## src/rtl/ft_alu_sequencer.sv

```systemverilog
// Fault-tolerance sequencer: borrows the shared ALU in core-idle cycles to run REDL/FTCHK,
// and keeps a saturating fault counter with a sticky alarm.
module ft_alu_sequencer #(
  parameter int unsigned DATA_WIDTH      = 32,
  parameter int unsigned COUNT_WIDTH     = 8,
  parameter int unsigned FAULT_THRESHOLD = 4
) (
  input  logic                   clock,
  input  logic                   reset,
  input  logic                   req_valid,
  output logic                   req_ready,
  input  logic [1:0]             req_cmd,
  input  logic [1:0]             req_level,
  input  logic [DATA_WIDTH-1:0]  req_data,
  output logic                   resp_valid,
  input  logic                   resp_ready,
  output logic [DATA_WIDTH-1:0]  resp_data,
  output logic                   resp_fault,
  output logic                   resp_err,
  input  logic                   alu_free,
  output logic                   alu_owned,
  output logic [5:0]             ALU_operation,
  output logic [DATA_WIDTH-1:0]  operand_A,
  output logic [DATA_WIDTH-1:0]  operand_B,
  input  logic [DATA_WIDTH-1:0]  ALU_result,
  input  logic                   clear_faults,
  output logic [COUNT_WIDTH-1:0] fault_count,
  output logic                   fault_alarm
);

  localparam logic [5:0]             OpRedl    = 6'd16;
  localparam logic [5:0]             OpFtchk   = 6'd18;
  localparam logic [1:0]             CmdCheck  = 2'd1;
  localparam logic [COUNT_WIDTH-1:0] CountMax  = '1;
  localparam logic [COUNT_WIDTH-1:0] Threshold = COUNT_WIDTH'(FAULT_THRESHOLD);

  typedef enum logic [1:0] {StIdle, StEnc, StChk, StResp} state_e;

  state_e                state_q;
  logic [1:0]            cmd_q;
  logic [1:0]            level_q;
  logic [DATA_WIDTH-1:0] data_q;
  logic [2:0]            level_code;
  logic                  alu_slot;
  logic                  fault_inc;

  assign level_code = {1'b0, level_q} + 3'd2;
  assign alu_slot   = alu_free && (state_q == StEnc || state_q == StChk);
  assign fault_inc  = alu_slot && (state_q == StChk) && (ALU_result != '0);
  assign req_ready  = (state_q == StIdle);

  // ALU drive must follow alu_free within the same cycle, so it is combinational.
  always_comb begin
    alu_owned     = alu_slot;
    ALU_operation = '0;
    operand_A     = '0;
    operand_B     = '0;
    if (alu_slot) begin
      ALU_operation = (state_q == StChk) ? OpFtchk : OpRedl;
      operand_A     = data_q;
      operand_B     = {{(DATA_WIDTH-3){1'b0}}, level_code};
    end
  end

  always_ff @(posedge clock) begin
    if (reset) begin
      state_q    <= StIdle;
      cmd_q      <= '0;
      level_q    <= '0;
      data_q     <= '0;
      resp_valid <= 1'b0;
      resp_data  <= '0;
      resp_fault <= 1'b0;
      resp_err   <= 1'b0;
    end else begin
      unique case (state_q)
        StIdle: begin
          if (req_valid) begin
            cmd_q      <= req_cmd;
            level_q    <= req_level;
            data_q     <= req_data;
            resp_fault <= 1'b0;
            resp_err   <= 1'b0;
            unique case (req_cmd)
              2'd0:       state_q <= StEnc;
              2'd1, 2'd2: state_q <= StChk;
              default: begin
                resp_err   <= 1'b1;
                resp_data  <= '0;
                resp_valid <= 1'b1;
                state_q    <= StResp;
              end
            endcase
          end
        end
        StChk: begin
          if (alu_free) begin
            resp_data  <= ALU_result;
            resp_fault <= (ALU_result != '0);
            if (cmd_q == CmdCheck) begin
              resp_valid <= 1'b1;
              state_q    <= StResp;
            end else begin
              state_q <= StEnc;
            end
          end
        end
        StEnc: begin
          if (alu_free) begin
            resp_data  <= ALU_result;
            resp_valid <= 1'b1;
            state_q    <= StResp;
          end
        end
        StResp: begin
          if (resp_ready) begin
            resp_valid <= 1'b0;
            state_q    <= StIdle;
          end
        end
        default: state_q <= StIdle;
      endcase
    end
  end

  // Clear beats a same-cycle increment; alarm compares the registered count.
  always_ff @(posedge clock) begin
    if (reset || clear_faults) begin
      fault_count <= '0;
      fault_alarm <= 1'b0;
    end else begin
      if (fault_inc && fault_count != CountMax) fault_count <= fault_count + 1'b1;
      if (fault_count >= Threshold) fault_alarm <= 1'b1;
    end
  end

endmodule

```

## config.mk

```make
export PLATFORM = sky130hd
export DESIGN_NAME = ft_alu_sequencer
export DESIGN_NICKNAME = d
export VERILOG_FILES = /design/src/rtl/ft_alu_sequencer.sv
export SDC_FILE = /design/constraint.sdc
export NUM_CORES = 1
export LEC_CHECK = 0
export CAP_MARGIN = 0
export CORE_MARGIN = 4
export CORE_UTILIZATION = 25
export CTS_CLUSTER_SIZE = 10
export DETAILED_ROUTE_END_ITERATION = 16
export PLACE_DENSITY = 0.61
export SYNTH_ARGS = -nofsm -noshare
export SYNTH_HDL_FRONTEND = slang
export SYNTH_SLANG_ARGS = --single-unit
```

## constraint.sdc

```tcl
create_clock -name clock -period 4.3 [get_ports clock]
set_clock_uncertainty 0.1 [all_clocks]
set_input_delay 0.86 -clock clock [delete_from_list [all_inputs] [get_ports clock]]
set_output_delay 0.86 -clock clock [all_outputs]
set_load 0.02 [all_outputs]
```

==> metrics.md, run 1 <==
| Metric | Value |
|---|---|
| Status | complete, no violations |
| P&R area growth vs syn | 46.1% |
| N_diodes | 0 |
| Total power | 2.82 mW |
| Setup violators final | 0 |
| CTS clk-pin slew, worst paths | 0.06 ns |
| Rel. slew slack | 51.7% |
| Core ar. | 0.0158 sq mm |
| Starting Density | 25.4% |
| Wire length per cell | 15.1 microns |
| Int Pwr | 1.71 mW |
| Crit path DAT | 2.64 ns |
| Most frequent cells after synthesis | nand2_1 (119), dfxtp_1 (82), a21oi_1 (70) |
| CTS resizes | 0 |
| Switch share | 39.4% |
| Die Ht | ~130 microns |
| Vias in the first global route | ~3600 |
| Gate Count Post-Synth | 500 |
| Number of max-cap violations | 0 |
| Placed Instances | 839 |
| Final instance area | 0.00587 sq mm |
| Crit path kind | reg2out |
| Comb pwr share | 42.1% |
| Root buf cell | clkbuf_16 |
| Total die area | 0.0182 sq mm |
| Final Hold Fails | 0 |
| Post-DR vias/cell | 4.54 |
| CP max stage delay | 0.65 ns |
| Synth top area share | between 40 and 50% |
| Delay-heaviest family, CP | buffers and inverters |
| Rows | between 40 and 50 |
| Fin nets | 717 |
| Finished Core Util | between 30% and 40% |
| Layout cells sized above 1 | 6.10% |
| RSZ-0062 raised after global routing | no |
| Worst EP required | 3.34 ns |
| Number of top-level pins | 190 |
| GR Util met1 | a little under a fifth |
| Seq cells post-synth | about 80 |
| Routability cong. | 0.754 |
| First-pass GRT wire length | 19.8 mm |
| Fin Setup TNS | 0 ns |
| Detailed Routing Iterations Pass 1 | 5 |
| Synth Area per Inst | 8.04 sq um |
| Buf+Inv Stages, Crit Path | 2 |
| HP Class | reg2reg |
| GR Overflow Total | 0 |
| Busiest grt layer | met2 |
| Maximum buffer depth of the clock tree | 2 |
| Fin cells | 855 |
| Critical Path End Type | output port |
| Synth area leader | dfxtp_1 |
| WHS | 0.349 ns |
| Count leader, synth | nand2_1 |
| Final Cycle Share | 83.7% |
| Tmin final | 3.60 ns |
| Max Freq | between 200 and 300 MHz |
| Die Width | 135 microns |
| Worst-path cell chain | inv_1, ha_2, and2_1, nor2b_1, clkdlybuf4s50_1 |
| Hold-fix buffers, CTS | 0 |
| Seq/Total Area, Yosys | ~41% |
| All-Layer GR Usage | 13.8% |
| Crit path max fanout | 23 |
| PortBufs | about 160 |
| PwrDens | ~480 mW/mm^2 |
| Clk Latency, worst-skew pair | 0.33 ns |
| LEAKAGE | 2.19 nW |
| Worst-Margin Slew | 0.722 ns |
| Synth Flop Type | dfxtp_1 |
| P_sw | 1.11 mW |
| Vias | 3882 |
| Routed Antenna Nets | 0 |
| Async S/R FF share, synth | 0% |
| H-tree Lvls | 3 |
| Total wire length | around 13 mm |
| Mapped Area | 0.00402 sq mm |
| Netlist cell types | 42 |
| Synthesis Warnings | 0 |
| Max-slew violation count | 0 |
| Share of power burned in registers | 32.7% |
| DP HPWL | 9.06 mm |
| GR Layer Usage met2 | between 20% and 30% |
| DP Worst Slack | 0.898 ns |
| CTS Sinks | 82 |
| Startpoint Class | flop |
| Post-CTS Setup Repair Bufs | 0 |
| TritonCTS buffer count | 9 |
| CTS tree | built |
| Slowest CP cell | ha_2 |
| Initial antenna violation count | 0 |
| Top post-synthesis cells by area | dfxtp_1 (41%), nand2_1 (11%), a21oi_1 (8.7%) |
| Peak supply drop | 0.262 mV |
| DR iter-0 viols | 174 |
| Post-Place Cell Area | between 0.005 and 0.006 sq mm |
| Clock share of power | roughly a quarter |
| GR Util met3 | 3.28% |
| Worst setup margin | 0.699 ns |
| Number of synthesized flops with an enable pin | 0 |
| DRC Markers | 0 |
| Largest net degree at the start of global routing | 48 |
## power by group through the flow
stage	Combinational (mW)	Sequential, mW	Clock [mW]
3_5_place_dp	1.20	0.942	0
6_report	1.19	0.924	0.710
5_1_grt	1.30	0.937	0.774
3_3_place_gp	1.20	0.940	0
4_1_cts	1.21	0.925	0.747
2_1_floorplan	0.720	0.988	0
## final timing paths
| check | start | endpoint | slack (ns) | cells after the start |
|---|---|---|---|---|
| setup / recovery | state_q[0] | operand_B[1] | 0.70 | 5 |
| hold / removal | data_q[26] | data_q[26] | 0.35 | 2 |
| setup reg to reg | state_q[0] | fault_count[5] | 2.00 | 7 |
| hold reg to reg | data_q[26] | data_q[26] | 0.35 | 2 |
## worst min-delay path, stage by stage (launching register included)
cell	delay [ns]
dfxtp_1	0.30
nand2_1	0.05
a21oi_1	0.05
## area by class of cell
class                   instances  area [sq um]
flip-flops and latches         82          1640
clock buffers                  11           243
repair buffers                165          1630
well taps                     216           270
inverters                      11          41.3
multi-input cells             365          2020
clock inverters                 5          30.0
fillers                      1656          9950
## placed cells by master, fill, tap and decap left out, types with 2 or more instances in the layout
master           instances
a2111oi_4                2
a211o_1                  2
a211oi_1                 2
a211oi_2                 3
a21boi_0                 2
a21oi_1                 70
a21oi_2                  2
and2_1                   2
and3_1                  34
and4_1                   2
buf_2                    2
buf_4                    8
clkbuf_16                9
clkdlybuf4s50_1        154
clkinv_2                 3
clkinvlp_4               2
conb_1                  33
dfxtp_1                 82
ha_1                     8
inv_1                    9
mux2i_1                 10
nand2_1                119
nand2b_1                 2
nand3_1                  6
nand4_1                 32
nor2_1                   4
nor2b_1                  4
nor4_1                   9
or3_1                    5
## cells by family after synthesis
group | Yosys count | synth area share [%]
AOI/OAI and AO/OA | 91 | 14.5
adders and majority gates | 9 | 2.80
buffers and inverters | 85 | 12.1
DFF | 82 | 40.8
muxes | 10 | 2.49
other | 1 | 0.0933
and+or+nand+nor | 222 | 27.2
## layer usage
metal  wire [microns]  vias up
met4              131        0
met5                0        -
met1             5880     1821
met3              790        8
met2             6150      128
li1                 -     1925
## registers in the layout, indices dropped and copies added, names as in the netlist
register	flops
level_q	2
resp_data	32
resp_valid	1
resp_fault	1
state_q	2
data_q	32
resp_err	1
fault_count	8
fault_alarm	1
cmd_q	2
No activity file was read; power rests on OpenSTA's default activity.
==> inputs of run 2 (changes only) <==
--- a/config.mk
+++ b/config.mk
@@ -10,7 +10,7 @@
 export CORE_UTILIZATION = 25
 export CTS_CLUSTER_SIZE = 10
 export DETAILED_ROUTE_END_ITERATION = 16
-export PLACE_DENSITY = 0.61
+export PLACE_DENSITY = 0.63
 export SYNTH_ARGS = -nofsm -noshare
 export SYNTH_HDL_FRONTEND = slang
 export SYNTH_SLANG_ARGS = --single-unit
==> constraint.sdc (replaced) <==
create_clock -name clock -period 3.25 [get_ports clock]
set_clock_uncertainty 0.1 [all_clocks]
set_input_delay 0.65 -clock clock [delete_from_list [all_inputs] [get_ports clock]]
set_output_delay 0.65 -clock clock [all_outputs]
set_load 0.02 [all_outputs]
==> run 2 against run 1 <==
Routed wire length is 1.5% lower. Global-route usage grew 0.26 points. Sequential power is 32% higher. Worst hold slack lost 0.00089 ns. First-iteration DRC count rose by 33%. Via count grew 0.64%. Count of clock-buffer cells in the layout did not move. Largest power group unchanged. Highest routed layer unchanged.
==> metrics.md, run 2 (synthesis gave the netlist of run 1 again) <==
| Metric | Value |
|---|---|
| Switch share | 38.2% (was 39.4%) |
| P_sw | 1.46 mW (was 1.11 mW) |
| Maximum buffer depth of the clock tree | 2 (unchanged) |
| Routability cong. | 0.741 (was 0.754) |
| Peak supply drop | 0.282 mV (was 0.262 mV) |
| Delay-heaviest family, CP | buffers and inverters (unchanged) |
| Top flop regs | data_q x32, resp_data x32, fault_count x8 (unchanged) |
| Post-DR vias/cell | 4.53 (was 4.54) |
| Placed Instances | 845 (was 839) |
| PwrDens | 643 mW/mm^2 (was 481 mW/mm^2) |
| Final Cycle Share | 94.1% |
| Worst hold start | data_q[4] (was data_q[26]) |
| Worst-Margin Slew | 1.06 ns (was 0.722 ns) |
| Core ar. | 0.0158 sq mm (unchanged) |
| WHS Endpoint | data_q[4] (was data_q[26]) |
| FF/Latch Area | 0.00164 sq mm (unchanged) |
| PortBufs | 156 (unchanged) |
| All-Layer GR Usage | 14.0% (was 13.8%) |
| Die Width | 135 microns (unchanged) |
| Die Ht | 135 microns (unchanged) |
| Commonest non-fill, non-tap cell in the layout | clkdlybuf4s50_1 (unchanged) |
| Crit path DAT | 2.31 ns (was 2.64 ns) |
| Largest net degree at the start of global routing | 40 (was 48) |
| Rows | 46 (unchanged) |
| Buf+Inv Stages, Crit Path | 3 (was 2) |
| Fin cells | 862 (was 855) |
| CP max stage delay | 0.61 ns (was 0.65 ns) |
| Fillers | 1656 (unchanged) |
| WHS | 0.348 ns (was 0.349 ns) |
| DRC Markers | 0 (unchanged) |
| Clk Latency, worst-skew pair | 0.33 ns (about the same) |
| Clock share of power | 27.1% (was 25.1%) |
| RSZ-0062 raised after global routing | no (unchanged) |
| Tmin final | 3.06 ns |
| FF-to-FF End | resp_data[9] (was fault_count[5]) |
| Comb pwr share | 41.0% (was 42.1%) |
| Post-CTS Setup Repair Bufs | 0 (unchanged) |
| R2R setup slack | 0.65 ns (was 2.00 ns) |
| Starting Density | 25.4% (unchanged) |
| Finished Core Util | 37.6% (was 37.1%) |
| Int Pwr | 2.37 mW (was 1.71 mW) |
| Crit path kind | reg2out (unchanged) |
| Highest-count cells in the layout ignoring fill and taps | clkdlybuf4s50_1 (154), nand2_1 (119), dfxtp_1 (82) (unchanged) |
| P&R area growth vs syn | 48.1% (was 46.1%) |
| Status | complete, no violations (unchanged) |
| HP Class | reg2reg (unchanged) |
| CTS Sinks | 82 (unchanged) |
| Hold-fix buffers, CTS | 0 (unchanged) |
| CTS tree | built (unchanged) |
| TritonCTS buffer count | 9 (unchanged) |
| Critical Path End Type | output port (unchanged) |
| Worst-path cell chain | inv_1, ha_2, buf_4, and3_1, clkdlybuf4s50_1 (was inv_1, ha_2, and2_1, nor2b_1, clkdlybuf4s50_1) |
| DR iter-0 viols | 231 (was 174) |
| Fin Setup TNS | 0 ns (unchanged) |
| Worst r2r src | state_q[0] (unchanged) |
| Hold Path Depth | 2 (unchanged) |
| Final Hold Fails | 0 (unchanged) |
| CTS clk-pin slew, worst paths | 0.06 ns (about the same) |
| Crit path max fanout | 37 (was 23) |
| Footprint of the multi-input gates | 0.00202 sq mm (unchanged) |
| Detailed Routing Iterations Pass 1 | 4 (was 5) |
| Routed Antenna Nets | 0 (unchanged) |
| Share of power burned in registers | 31.9% (was 32.7%) |
| Root buf cell | clkbuf_16 (unchanged) |
| LEAKAGE | 2.24 nW (was 2.19 nW) |
| DP HPWL | 9.05 mm (was 9.06 mm) |
| Number of max-cap violations | 0 (unchanged) |
| Max Freq | 327 MHz |
| Total wire length | 12.8 mm (was 12.9 mm) |
| Number of top-level pins | 190 (unchanged) |
| Slowest CP cell | clkdlybuf4s50_1 (was ha_2) |
| Reg2Reg Depth | 8 (was 7) |
| GR Overflow Total | 0 (unchanged) |
| Vias in the first global route | 3722 (was 3635) |
| First-pass GRT wire length | 20.1 mm (was 19.8 mm) |
| Startpoint Class | flop (unchanged) |
| Layout cells sized above 1 | 7.13% (was 6.10%) |
| Fin nets | 723 (was 717) |
| Worst EP required | 2.50 ns (was 3.34 ns) |
| Total die area | 0.0182 sq mm (unchanged) |
| Max-slew violation count | 0 (unchanged) |
| Wire length per cell | 14.8 microns (was 15.1 microns) |
| Setup violators final | 0 (unchanged) |
| H-tree Lvls | 3 (unchanged) |
| Initial antenna violation count | 0 (unchanged) |
| Vias | 3907 (was 3882) |
| Rel. slew slack | 29.2% (was 51.7%) |
| CTS resizes | 0 (unchanged) |
==> run 2: layout make-up <==
cell class | instances | share of cell area (%)
Clock buffer | 11 | 4.24
Multi-Input combinational cell | 365 | 33.9
Sequential cell | 82 | 27.6
Timing Repair Buffer | 171 | 28.2
Antenna cell | 1 | 0.0420
Inverter | 11 | 0.693
Tap cell | 216 | 4.54
Clock inverter | 5 | 0.883
==> run 2: how the worst max path moves through the flow <==
stage / startpoint / endpoint / slack, ns / cells after the start
after floorplan: state_q[1] / operand_A[17] / 1.00 / 5
after global placement: alu_free / operand_B[1] / 0.50 / 4
after detailed placement: alu_free / operand_B[1] / 0.50 / 4
after CTS: state_q[0] / ALU_operation[1] / 0.16 / 6
after global routing: state_q[0] / operand_A[4] / 0.04 / 5
final: state_q[0] / operand_A[25] / 0.19 / 5
==> run 2: power groups by stage <==
| stage | registers [mW] | clock network [mW] | logic (mW) |
|---|---|---|---|
| 6_report | 1.22 | 1.04 | 1.57 |
| 3_5_place_dp | 1.25 | 0 | 1.58 |
| 3_3_place_gp | 1.24 | 0 | 1.58 |
| 2_1_floorplan | 1.31 | 0 | 0.953 |
| 5_1_grt | 1.24 | 1.12 | 1.73 |
| 4_1_cts | 1.22 | 1.08 | 1.59 |
==> run 2: routing by layer <==
layer	track usage (%)	wire length, microns	vias to the layer above
met4	5.49	221	0
met3	3.28	863	15
met5	0	0	-
li1	-	-	1939
met2	21.9	5830	132
met1	18.7	5840	1821
==> run 2: tightest hold or removal path: stages (launching register included) <==
cell and delay (ns):
dfxtp_1 0.30, nand2_1 0.05, a21oi_1 0.05
==> run 2: metrics by stage <==
step | power, mW | worst slack, ns | cell area [sq um]
final | 3.83 | 0.190 | 5950
after detailed placement | 2.83 | 0.500 | 5650
after global routing | 4.09 | 0.0371 | 5950
after floorplan | 2.26 | 1.00 | 4140
after global placement | 2.83 | 0.503 | 5650
after CTS | 3.89 | 0.158 | 5950
==> inputs of run 3 (changes only) <==
--- a/config.mk
+++ b/config.mk
@@ -6,6 +6,7 @@
 export NUM_CORES = 1
 export LEC_CHECK = 0
 export CAP_MARGIN = 0
+export CORE_ASPECT_RATIO = 1.75
 export CORE_MARGIN = 4
 export CORE_UTILIZATION = 25
 export CTS_CLUSTER_SIZE = 10
==> run 3 against run 2 <==
Maximum frequency increased by 0.76%. Die area increased by 0.44%. Total power increased by 0.40%. Critical endpoint is now operand_B[1]. Utilization decreased by 0.46 points. Highest routed layer is now met5. Largest cell class unchanged. Cell area decreased by 0.92%. Worst hold slack improved by 0.00075 ns. Clock power about the same. Sequential power about the same. Critical path depth unchanged. Routed wire length increased by 1.9%. Sequential share of layout area increased by 0.26 points. Cell count decreased by 3.7%.
==> metrics.md, run 3 (synthesis gave the netlist of run 1 again) <==
| Metric | Value |
|---|---|
| Worst-path cell chain | inv_1, ha_4, and2_2, nor2b_1, clkdlybuf4s50_1 (was inv_1, ha_2, buf_4, and3_1, clkdlybuf4s50_1) |
| Commonest non-fill, non-tap cell in the layout | clkdlybuf4s50_1 (unchanged) |
| Die Ht | 176 microns (was 135 microns) |
| DP HPWL | 9.58 mm (was 9.05 mm) |
| Status | complete, no violations (unchanged) |
| PortBufs | 156 (unchanged) |
| All-Layer GR Usage | 13.8% (was 14.0%) |
| P&R area growth vs syn | 46.7% (was 48.1%) |
| Rel. slew slack | 33.8% (was 29.2%) |
| Root buf cell | clkbuf_16 (unchanged) |
| Startpoint Class | flop (unchanged) |
| Routability cong. | 0.768 (was 0.741) |
| CP max stage delay | 0.64 ns (was 0.61 ns) |
| Highest-count cells in the layout ignoring fill and taps | clkdlybuf4s50_1 (154), nand2_1 (119), dfxtp_1 (82) (unchanged) |
| RSZ-0062 raised after global routing | no (unchanged) |
| DR iter-0 viols | 146 (was 231) |
| Vias | 3826 (was 3907) |
| Final Hold Fails | 0 (unchanged) |
| Post-Place Cell Area | 0.00558 sq mm (was 0.00565 sq mm) |
| Top flop regs | data_q x32, resp_data x32, fault_count x8 (unchanged) |
| Final Cycle Share | 93.4% (was 94.1%) |
| Tmin final | 3.04 ns (was 3.06 ns) |
| Worst-Margin Slew | 0.993 ns (was 1.06 ns) |
| Crit path max fanout | 13 (was 37) |
| Fin Setup TNS | 0 ns (unchanged) |
| Slowest CP cell | clkdlybuf4s50_1 (unchanged) |
| Wire length per cell | 15.7 microns (was 14.8 microns) |
| DRC Markers | 0 (unchanged) |
| Peak supply drop | 0.308 mV (was 0.282 mV) |
| Starting Density | 25.3% (was 25.4%) |
| Final instance area | 0.00590 sq mm (was 0.00595 sq mm) |
| Max-slew violation count | 0 (unchanged) |
| N_diodes | 0 (was 1) |
| TritonCTS buffer count | 9 (unchanged) |
| Rows | 61 (was 46) |
| HP Class | reg2reg (unchanged) |
| Total wire length | 13.0 mm (was 12.8 mm) |
| Number of top-level pins | 190 (unchanged) |
| Crit path DAT | 2.29 ns (was 2.31 ns) |
| Total die area | 0.0183 sq mm (was 0.0182 sq mm) |
| CTS clk-pin slew, worst paths | 0.06 ns (about the same) |
| Clk Latency, worst-skew pair | 0.33 ns (about the same) |
| Routed Antenna Nets | 0 (unchanged) |
| Delay-heaviest family, CP | buffers and inverters (unchanged) |
| CTS tree | built (unchanged) |
| PwrDens | 652 mW/mm^2 (was 643 mW/mm^2) |
| Vias in the first global route | 3775 (was 3722) |
| Die Width | 104 microns (was 135 microns) |
| Core ar. | 0.0159 sq mm (was 0.0158 sq mm) |
| Post-DR vias/cell | 4.61 (was 4.53) |
| Switch share | 38.8% (was 38.2%) |
| GR Overflow Total | 0 (unchanged) |
| P_sw | 1.49 mW (was 1.46 mW) |
| Clock share of power | 27.1% (about the same) |
| Hold-fix buffers, CTS | 0 (unchanged) |
| Number of max-cap violations | 0 (unchanged) |
| Setup violators final | 0 (unchanged) |
| Buf+Inv Stages, Crit Path | 2 (was 3) |
| Worst setup margin | 0.213 ns (was 0.190 ns) |
| Int Pwr | 2.35 mW (was 2.37 mW) |
| Comb pwr share | 40.9% (was 41.0%) |
| Initial antenna violation count | 1 (was 0) |
| Layout cells sized above 1 | 6.71% (was 7.13%) |
| H-tree Lvls | 3 (unchanged) |
| Share of power burned in registers | 32.0% (was 31.9%) |
| Maximum buffer depth of the clock tree | 2 (unchanged) |
| Fin nets | 719 (was 723) |
| First-pass GRT wire length | 20.1 mm (about the same) |
| DP Worst Slack | 0.392 ns (was 0.500 ns) |
| Critical Path End Type | output port (unchanged) |
| Worst EP required | 2.50 ns (about the same) |
| Crit path kind | reg2out (unchanged) |
| CTS Sinks | 82 (unchanged) |
| Max Freq | 329 MHz (was 327 MHz) |
| Largest net degree at the start of global routing | 69 (was 40) |
| LEAKAGE | 2.21 nW (was 2.24 nW) |
| Detailed Routing Iterations Pass 1 | 6 (was 4) |
==> run 3: cell count changes in the layout (fill, tap and decap cells not counted), moves of 2 or more <==
| cell | before | now |
|---|---|---|
| buf_4 | 14 | 9 |
| clkinv_2 | 3 | 1 |
| inv_6 | 0 | 2 |
| clkbuf_8 | 2 | 0 |
==> run 3: final cells by class <==
| type | instances | area [sq um] |
|---|---|---|
| Fill cell | 1672 | 9980 |
| Multi-Input combinational cell | 365 | 2030 |
| Timing Repair Buffer | 167 | 1650 |
| Sequential cell | 82 | 1640 |
| Tap cell | 189 | 236 |
| Clock buffer | 9 | 225 |
| Clock inverter | 7 | 76.3 |
| Inverter | 11 | 41.3 |
==> run 3: timing repair <==
item | 4_1_cts | 5_1_grt
resized for setup | 0 | 3
endpoints found under the setup margin | 0 | 27
buffers inserted | 0 | 0
==> run 3: final timing paths <==
kind                                      end          start  slack, ns  depth (start not counted)
worst min register to register  resp_data[20]  resp_data[20]       0.35                          2
worst min-delay path            resp_data[20]  resp_data[20]       0.35                          2
worst max-delay path             operand_B[1]     state_q[0]       0.21                          5
worst max register to register  resp_data[22]     state_q[0]       0.69                          8
==> run 3: routing by layer <==
| layer | GRT usage, % | share of wire (%) | vias up |
|---|---|---|---|
| met3 | 3.79 | 5.9 | 19 |
| met2 | 26.0 | 54 | 140 |
| met5 | 0 | 0.10 | - |
| li1 | - | - | 1923 |
| met1 | 14.3 | 38 | 1742 |
| met4 | 5.66 | 2.4 | 2 |
==> run 3: power groups by stage <==
stage                     registers, mW  logic, mW  clock network, mW
after floorplan                    1.31      0.953                  0
after global placement             1.26       1.56                  0
after detailed placement           1.26       1.56                  0
after CTS                          1.23       1.56               1.08
after global routing               1.25       1.74               1.12
final                              1.23       1.57               1.04
==> run 3: metrics by stage <==
step                power, mW  hold WS [ns]  std cells  util [%]
floorplan                2.26         0.332        532         -
global placement         2.82         0.337        814      35.2
detailed placement       2.82         0.342        814      35.2
CTS                      3.88         0.351        830      37.1
global route             4.10         0.368        830      37.2
finish                   3.85         0.349        830      37.2
==> run 3: worst register-to-register path, cell delays in order, from the launching register on <==
cell,delay [ns]
dfxtp_1,0.36
inv_1,0.12
ha_4,0.37
buf_6,0.21
nor2b_1,0.08
o21ai_2,0.76
buf_4,0.30
nand2_1,0.07
a21oi_1,0.12
